[config.mk]
export PLATFORM = sky130hd
export DESIGN_NAME = ahb_dma_output_arbiter
export DESIGN_NICKNAME = d
export VERILOG_FILES = /design/src/rtl/bm_arb_pkg.sv /design/src/rtl/bm_rr_select.sv /design/src/rtl/ahb_dma_output_arbiter.sv
export SDC_FILE = /design/constraint.sdc
export NUM_CORES = 1
export LEC_CHECK = 0
export ABC_AREA = 1
export CORE_UTILIZATION = 40
export CTS_BUF_LIST = sky130_fd_sc_hd__clkbuf_2 sky130_fd_sc_hd__clkbuf_4 sky130_fd_sc_hd__clkbuf_8
export DETAILED_ROUTE_END_ITERATION = 6
export GPL_ROUTABILITY_DRIVEN = 0
export MAX_ROUTING_LAYER = met4
export PLACE_DENSITY = 0.74
export SLEW_MARGIN = 20
export SYNTH_ARGS = -nofsm -noshare
export SYNTH_HDL_FRONTEND = slang
export SYNTH_HIERARCHICAL = 1
export SYNTH_SLANG_ARGS = --single-unit
[constraint.sdc]
create_clock -name HCLK -period 3.2 [get_ports HCLK]
set_input_delay 0.48 -clock HCLK [delete_from_list [all_inputs] [get_ports HCLK]]
set_output_delay 0.48 -clock HCLK [all_outputs]
set_load 0.05 [all_outputs]
[src/rtl/bm_arb_pkg.sv]
// bm_arb_pkg: shared definitions for the bus-matrix output-port arbiter.
//   - arb_state_t : arbiter FSM state encoding
//   - HTRANS_*    : AHB transfer-type encodings used by the input stages
//   - onehot2bin  : one-hot (up to 8 bits) to binary index
package bm_arb_pkg;

    typedef enum logic [1:0] {
        ARB_IDLE = 2'd0,
        ARB_OWN  = 2'd1,
        ARB_LOCK = 2'd2
    } arb_state_t;

    localparam logic [1:0] HTRANS_IDLE   = 2'b00;
    localparam logic [1:0] HTRANS_BUSY   = 2'b01;
    localparam logic [1:0] HTRANS_NONSEQ = 2'b10;
    localparam logic [1:0] HTRANS_SEQ    = 2'b11;

    // Callers zero-extend their vector to 8 bits and truncate the result.
    function automatic logic [31:0] onehot2bin(input logic [7:0] oh);
        logic [31:0] b;
        b = '0;
        for (int i = 0; i < 8; i++) begin
            if (oh[i]) b = b | 32'(i);
        end
        return b;
    endfunction

endpackage

[src/rtl/bm_rr_select.sv]
// bm_rr_select: combinational masked-priority picker.
//   req  [NUM_MASTERS] : request vector
//   ptr  [ID_W]        : index of the last winner; search starts at ptr+1
//   gnt  [NUM_MASTERS] : one-hot winner, all-zero when req is all-zero
module bm_rr_select #(
    parameter int NUM_MASTERS = 3,
    parameter int ID_W        = 2
) (
    input  logic [NUM_MASTERS-1:0] req,
    input  logic [ID_W-1:0]        ptr,
    output logic [NUM_MASTERS-1:0] gnt
);

    logic [NUM_MASTERS-1:0] mask;
    logic [NUM_MASTERS-1:0] masked;
    logic                   found;

    always_comb begin
        for (int i = 0; i < NUM_MASTERS; i++) begin
            mask[i] = (ID_W'(i) > ptr);
        end
        masked = req & mask;
    end

    // Lowest set bit above the pointer wins; otherwise wrap to the lowest
    // set bit of the whole request vector.
    always_comb begin
        gnt   = '0;
        found = 1'b0;
        for (int i = 0; i < NUM_MASTERS; i++) begin
            if (masked[i] && !found) begin
                gnt[i] = 1'b1;
                found  = 1'b1;
            end
        end
        for (int i = 0; i < NUM_MASTERS; i++) begin
            if (req[i] && !found) begin
                gnt[i] = 1'b1;
                found  = 1'b1;
            end
        end
    end

endmodule

[src/rtl/ahb_dma_output_arbiter.sv]
// ahb_dma_output_arbiter: arbitrates one bus-matrix output port between
// NUM_MASTERS input stages, holding ownership through bursts and locks.
//   HCLK, HRESETn : clock, async active-low reset
//   HREADYM       : output-port HREADY; all state advances only when high
//   REQ/SEQ/LOCK  : per-master request, burst-continue, HMASTLOCK
//   ADDR_SEL      : one-hot address-phase owner (0 = no port)
//   DATA_SEL      : one-hot data-phase owner (0 = idle data phase)
//   ADDR_ID       : binary index of ADDR_SEL owner
//   NO_PORT       : ADDR_SEL is all-zero
//   MASTLOCK      : owner is holding a locked sequence
// Build option BM_ARB_ROUND_ROBIN_EN: round-robin selection when defined,
// fixed lowest-index priority (no pointer register) otherwise.
//
// state    | meaning
// ---------+-------------------------------
// ARB_IDLE | no owner
// ARB_OWN  | owner, unlocked
// ARB_LOCK | owner holding a locked sequence
module ahb_dma_output_arbiter
    import bm_arb_pkg::*;
#(
    parameter int NUM_MASTERS = 3,
    parameter int ID_W        = 2
) (
    input  logic                   HCLK,
    input  logic                   HRESETn,
    input  logic                   HREADYM,
    input  logic [NUM_MASTERS-1:0] REQ,
    input  logic [NUM_MASTERS-1:0] SEQ,
    input  logic [NUM_MASTERS-1:0] LOCK,
    output logic [NUM_MASTERS-1:0] ADDR_SEL,
    output logic [NUM_MASTERS-1:0] DATA_SEL,
    output logic [ID_W-1:0]        ADDR_ID,
    output logic                   NO_PORT,
    output logic                   MASTLOCK
);

    arb_state_t             state_q, state_d;
    logic [NUM_MASTERS-1:0] addr_sel_q, addr_sel_d;
    logic [NUM_MASTERS-1:0] data_sel_q;
    logic [NUM_MASTERS-1:0] winner;
    logic [ID_W-1:0]        ptr;
    logic                   own_seq, own_lock, win_lock, rearb;

`ifdef BM_ARB_ROUND_ROBIN_EN
    logic [ID_W-1:0] ptr_q, ptr_d;
    assign ptr = ptr_q;
`else
    // Pointer pinned to the last index: search always starts at master 0.
    assign ptr = ID_W'(NUM_MASTERS - 1);
`endif

    bm_rr_select #(
        .NUM_MASTERS (NUM_MASTERS),
        .ID_W        (ID_W)
    ) u_select (
        .req (REQ),
        .ptr (ptr),
        .gnt (winner)
    );

    assign own_seq  = |(addr_sel_q & SEQ);
    assign own_lock = |(addr_sel_q & LOCK);
    assign win_lock = |(winner & LOCK);

    always_comb begin
        state_d    = state_q;
        addr_sel_d = addr_sel_q;
        rearb      = 1'b0;
        case (state_q)
            ARB_IDLE: rearb = 1'b1;
            ARB_OWN:  rearb = !own_seq;
            ARB_LOCK: rearb = !(own_lock || own_seq);
            default:  rearb = 1'b1;
        endcase
        if (rearb) begin
            addr_sel_d = winner;
            if (|REQ) state_d = win_lock ? ARB_LOCK : ARB_OWN;
            else      state_d = ARB_IDLE;
        end
    end

`ifdef BM_ARB_ROUND_ROBIN_EN
    always_comb begin
        ptr_d = ptr_q;
        if (rearb && |REQ) ptr_d = ID_W'(onehot2bin(8'(winner)));
    end
`endif

    always_ff @(posedge HCLK or negedge HRESETn) begin
        if (!HRESETn) begin
            state_q    <= ARB_IDLE;
            addr_sel_q <= '0;
            data_sel_q <= '0;
`ifdef BM_ARB_ROUND_ROBIN_EN
            ptr_q      <= ID_W'(NUM_MASTERS - 1);
`endif
        end else if (HREADYM) begin
            state_q    <= state_d;
            addr_sel_q <= addr_sel_d;
            // Owner that stopped requesting leaves an idle data phase.
            data_sel_q <= addr_sel_q & REQ;
`ifdef BM_ARB_ROUND_ROBIN_EN
            ptr_q      <= ptr_d;
`endif
        end
    end

    assign ADDR_SEL = addr_sel_q;
    assign DATA_SEL = data_sel_q;
    assign ADDR_ID  = ID_W'(onehot2bin(8'(addr_sel_q)));
    assign NO_PORT  = ~|addr_sel_q;
    assign MASTLOCK = (state_q == ARB_LOCK);

endmodule

==> results of run 1 <==
-- cells in the mapped netlist (all sizes together) --
| library cell | count |
|---|---|
| nor3 | 2 |
| nand3 | 9 |
| nand2 | 29 |
| nor2 | 3 |
| o31ai | 1 |
| o21ai | 5 |
| ha | 2 |
| a21oi | 1 |
| nand4 | 2 |
| dfrtp | 8 |
| buf | 3 |
| inv | 12 |
| conb | 2 |
-- cell usage in the layout, fill, tap and decap left out, types with 3 or more instances in the layout --
cell type / synthesis / layout
sky130_fd_sc_hd__conb_1: 2 / 4
sky130_fd_sc_hd__clkbuf_4: 0 / 3
sky130_fd_sc_hd__o21ai_1: 4 / 4
sky130_fd_sc_hd__inv_1: 10 / 10
sky130_fd_sc_hd__nand3_1: 9 / 9
sky130_fd_sc_hd__dfrtp_1: 8 / 8
sky130_fd_sc_hd__nand2_1: 25 / 25
sky130_fd_sc_hd__clkdlybuf4s50_1: 0 / 21
-- per-stage QoR --
| stage | hold slack [ns] | cells |
|---|---|---|
| finish | 0.502 | 117 |
| global route | 0.521 | 117 |
| CTS | 0.507 | 117 |
| detailed placement | 0.490 | 114 |
| global placement | 0.490 | 114 |
| floorplan | 0.184 | 81 |
-- worst min path at each step --
stage | start | slack (ns) | to | cells after the start
2_1_floorplan | HRESETn | 0.18 | ADDR_SEL[0] | 0
3_3_place_gp | state_q[0] | 0.49 | state_q[0] | 2
3_5_place_dp | state_q[0] | 0.49 | state_q[0] | 2
4_1_cts | HRESETn | 0.51 | state_q[0] | 1
5_1_grt | state_q[0] | 0.52 | state_q[0] | 2
6_report | HRESETn | 0.50 | state_q[0] | 1
-- worst max-delay path, stage by stage, from the launching register on --
cell                              delay [ns]
sky130_fd_sc_hd__dfrtp_1                0.44
sky130_fd_sc_hd__nor3_1                 0.20
sky130_fd_sc_hd__clkdlybuf4s50_1        0.82
-- state kept, by name (all words and copies together), names as in the netlist --
register  flops
ADDR_SEL      3
DATA_SEL      3
state_q       2
-- layout make-up --
cell class | count | area, um^2
timing repair buffer | 21 | 210
clock buffer | 3 | 22.5
fill | 136 | 509
tap | 15 | 18.8
inverter | 12 | 45.0
sequential | 8 | 200
multi-input combinational | 58 | 295
-- routing by layer --
layer	up-vias	track usage, %	part of all wire (%)
met5	-	-	0
met4	0	10.3	1.5
met3	3	6.94	4.0
met2	16	25.4	45
met1	222	26.3	49
li1	292	-	-
-- where the power goes --
| group | internal, mW | switching [mW] |
|---|---|---|
| Sequential | 0.136 | 0.0377 |
| Combinational | 0.143 | 0.277 |
| Clock | 0.0429 | 0.0339 |
-- cells by family after synthesis --
kind of cell	count (synthesis)	share of synthesized area, %
AOI/OAI and AO/OA	7	6.79
DFF	8	36.2
buffers and inverters	15	11.8
and+or+nand+nor	45	39.4
other	2	1.36
adders and majority gates	2	4.52
==> results.cfg, run 1 <==
[drt]
routedWlPerCell_um = 9.44
viasPerCell = 4.56
routed_wl_um = 1100
dr.pass1.iters = 6
routed_vias = 533
drt.antenna.violating_nets = 0
drc_errors = 2
detail_route.iter0.violations = 21

[final_layout]
layout.cell_area.non_filler_um2 = 792
syn_to_final_growth_pct = 43.2
final_nets = 118
fraction_of_final_layout_cells_sized_beyond_drive_strength_1_pct = 10.8
insertedDiodeCount = 0
final_util_pct = 60.9

[synthesis]
synthDistinctLibCells = 20
synthesis.yosys.warnings = 6
synth_top_cell_area_share_pct = 36.2
dominant_cells_by_area_after_synthesis = sky130_fd_sc_hd__dfrtp_1, sky130_fd_sc_hd__nand2_1, sky130_fd_sc_hd__nand3_1
synth.largest_area_cell = sky130_fd_sc_hd__dfrtp_1
synthesis.area_per_instance_um2 = 7.00
synth_area_um2 = 553
netlist_instances = 79
yosys_register_bits = 8
synth_sequential_area_ratio_pct = 36.2

[floorplanning]
die_w_um = 39.2
floorplan.die_area_um2 = 1540
placement_row_count = 13
i_o_pins = 22
overall_die_height_um = 39.2
core_area_um2 = 1300
initial_utilization_pct = 42.5

[place]
pre_cts_slack_ns = 1.28
dp.final_hpwl_um = 908
placement.io_buffers = 21
placedInstanceArea_um2 = 769

[setup_path]
timing.critical_path.arrival_ns = 1.72
regToRegEndpoint = ADDR_SEL[1]
reg2reg_from = state_q[0]
setup_crit_start_kind = flip-flop
critical_path_required_ns = 2.72
crit_path_start = ADDR_SEL[0]
worst-r2r-cell-count = 9
setup.worst_path.class = flip-flop to primary output
critPathMaxFanout = 6
endpoint_kind = primary output
worstSetupEndpoint = NO_PORT
r2r_slack_ns = 1.91

[timing]
slew_headroom_pct = 66.8
slew_viol_final = 0
worst_slack_ns = 1.00
finalSetupTns_ns = 0
report.final.hold_viol_count = 0
finClkSkew_ns = 0.00455
clock.fmax_mhz = 455
setup_viol = 0
final_period_minus_worst_setup_slack_ns = 2.20
tightest_slew_ns = 0.496
fin_crit_sh_pct = 68.6
setup_repair_after_global_routing_missed_its_margin = false

[outcome]
outcome = finished with violations
violations_in_the_final_reports = DRC

[cts]
cts_hold_buffers = 0
cts_tree = built
tritoncts_buffers = 3
clock_tree.htree_level_count = 1
post_cts_resized = 0
cts_setup_buffers = 0
root_buffer = sky130_fd_sc_hd__clkbuf_4
skew_pair_late_insertion_delay_ns = 0.25
max-clock-path-buffers = 2
sink_count = 8
clk_pin_slew_worst_paths_ns = 0.05

[pwr]
power_density_nw_per_um2 = 846
power_uw = 670
ir_drop_v = 0.000473
cellLeakagePower_nw = 0.397

[global_route]
grt_remaining_overflow = 0
antenna_violations_before_repair = 0
first_pass_grt_wire_length_um = 1900
grt_max_degree = 13
global_route.usage.total_pct = 19.7
grt_pass1_vias = 417

[job]
maxCapViolations = 0

[worst_hold_path]
worst_hold_path_type = input pin to asynchronous set/reset pin
No activity file was read; power rests on OpenSTA's default activity.
==> inputs of run 2 (changes only) <==
- clock period: 3.2 -> 2.2 ns (I/O delays scaled with it)
==> results of run 2 <==
The final DEF is identical to that of run 1. Status: finished with violations: DRC.
Among the figures that moved: setup slack after placement 1.28 ns -> 0.426 ns; setup slack after layout 1.00 ns -> 0.155 ns; hold slack 0.502 ns -> 0.352 ns; register-to-register setup slack 1.91 ns -> 0.91 ns; total power 0.670 mW -> 0.975 mW; worst IR drop on VDD 0.000473 V -> 0.000688 V
==> inputs of run 3 (changes only) <==
- CAP_MARGIN: unset -> 10
- clock period: 2.2 -> 2.4 ns (I/O delays scaled with it)
==> results of run 3 <==
The final DEF is identical to that of run 1. Status: finished with violations: DRC.
Among the figures that moved: setup slack after placement 1.28 ns -> 0.596 ns; setup slack after layout 1.00 ns -> 0.325 ns; hold slack 0.502 ns -> 0.382 ns; register-to-register setup slack 1.91 ns -> 1.11 ns; total power 0.670 mW -> 0.894 mW; worst IR drop on VDD 0.000473 V -> 0.000630 V
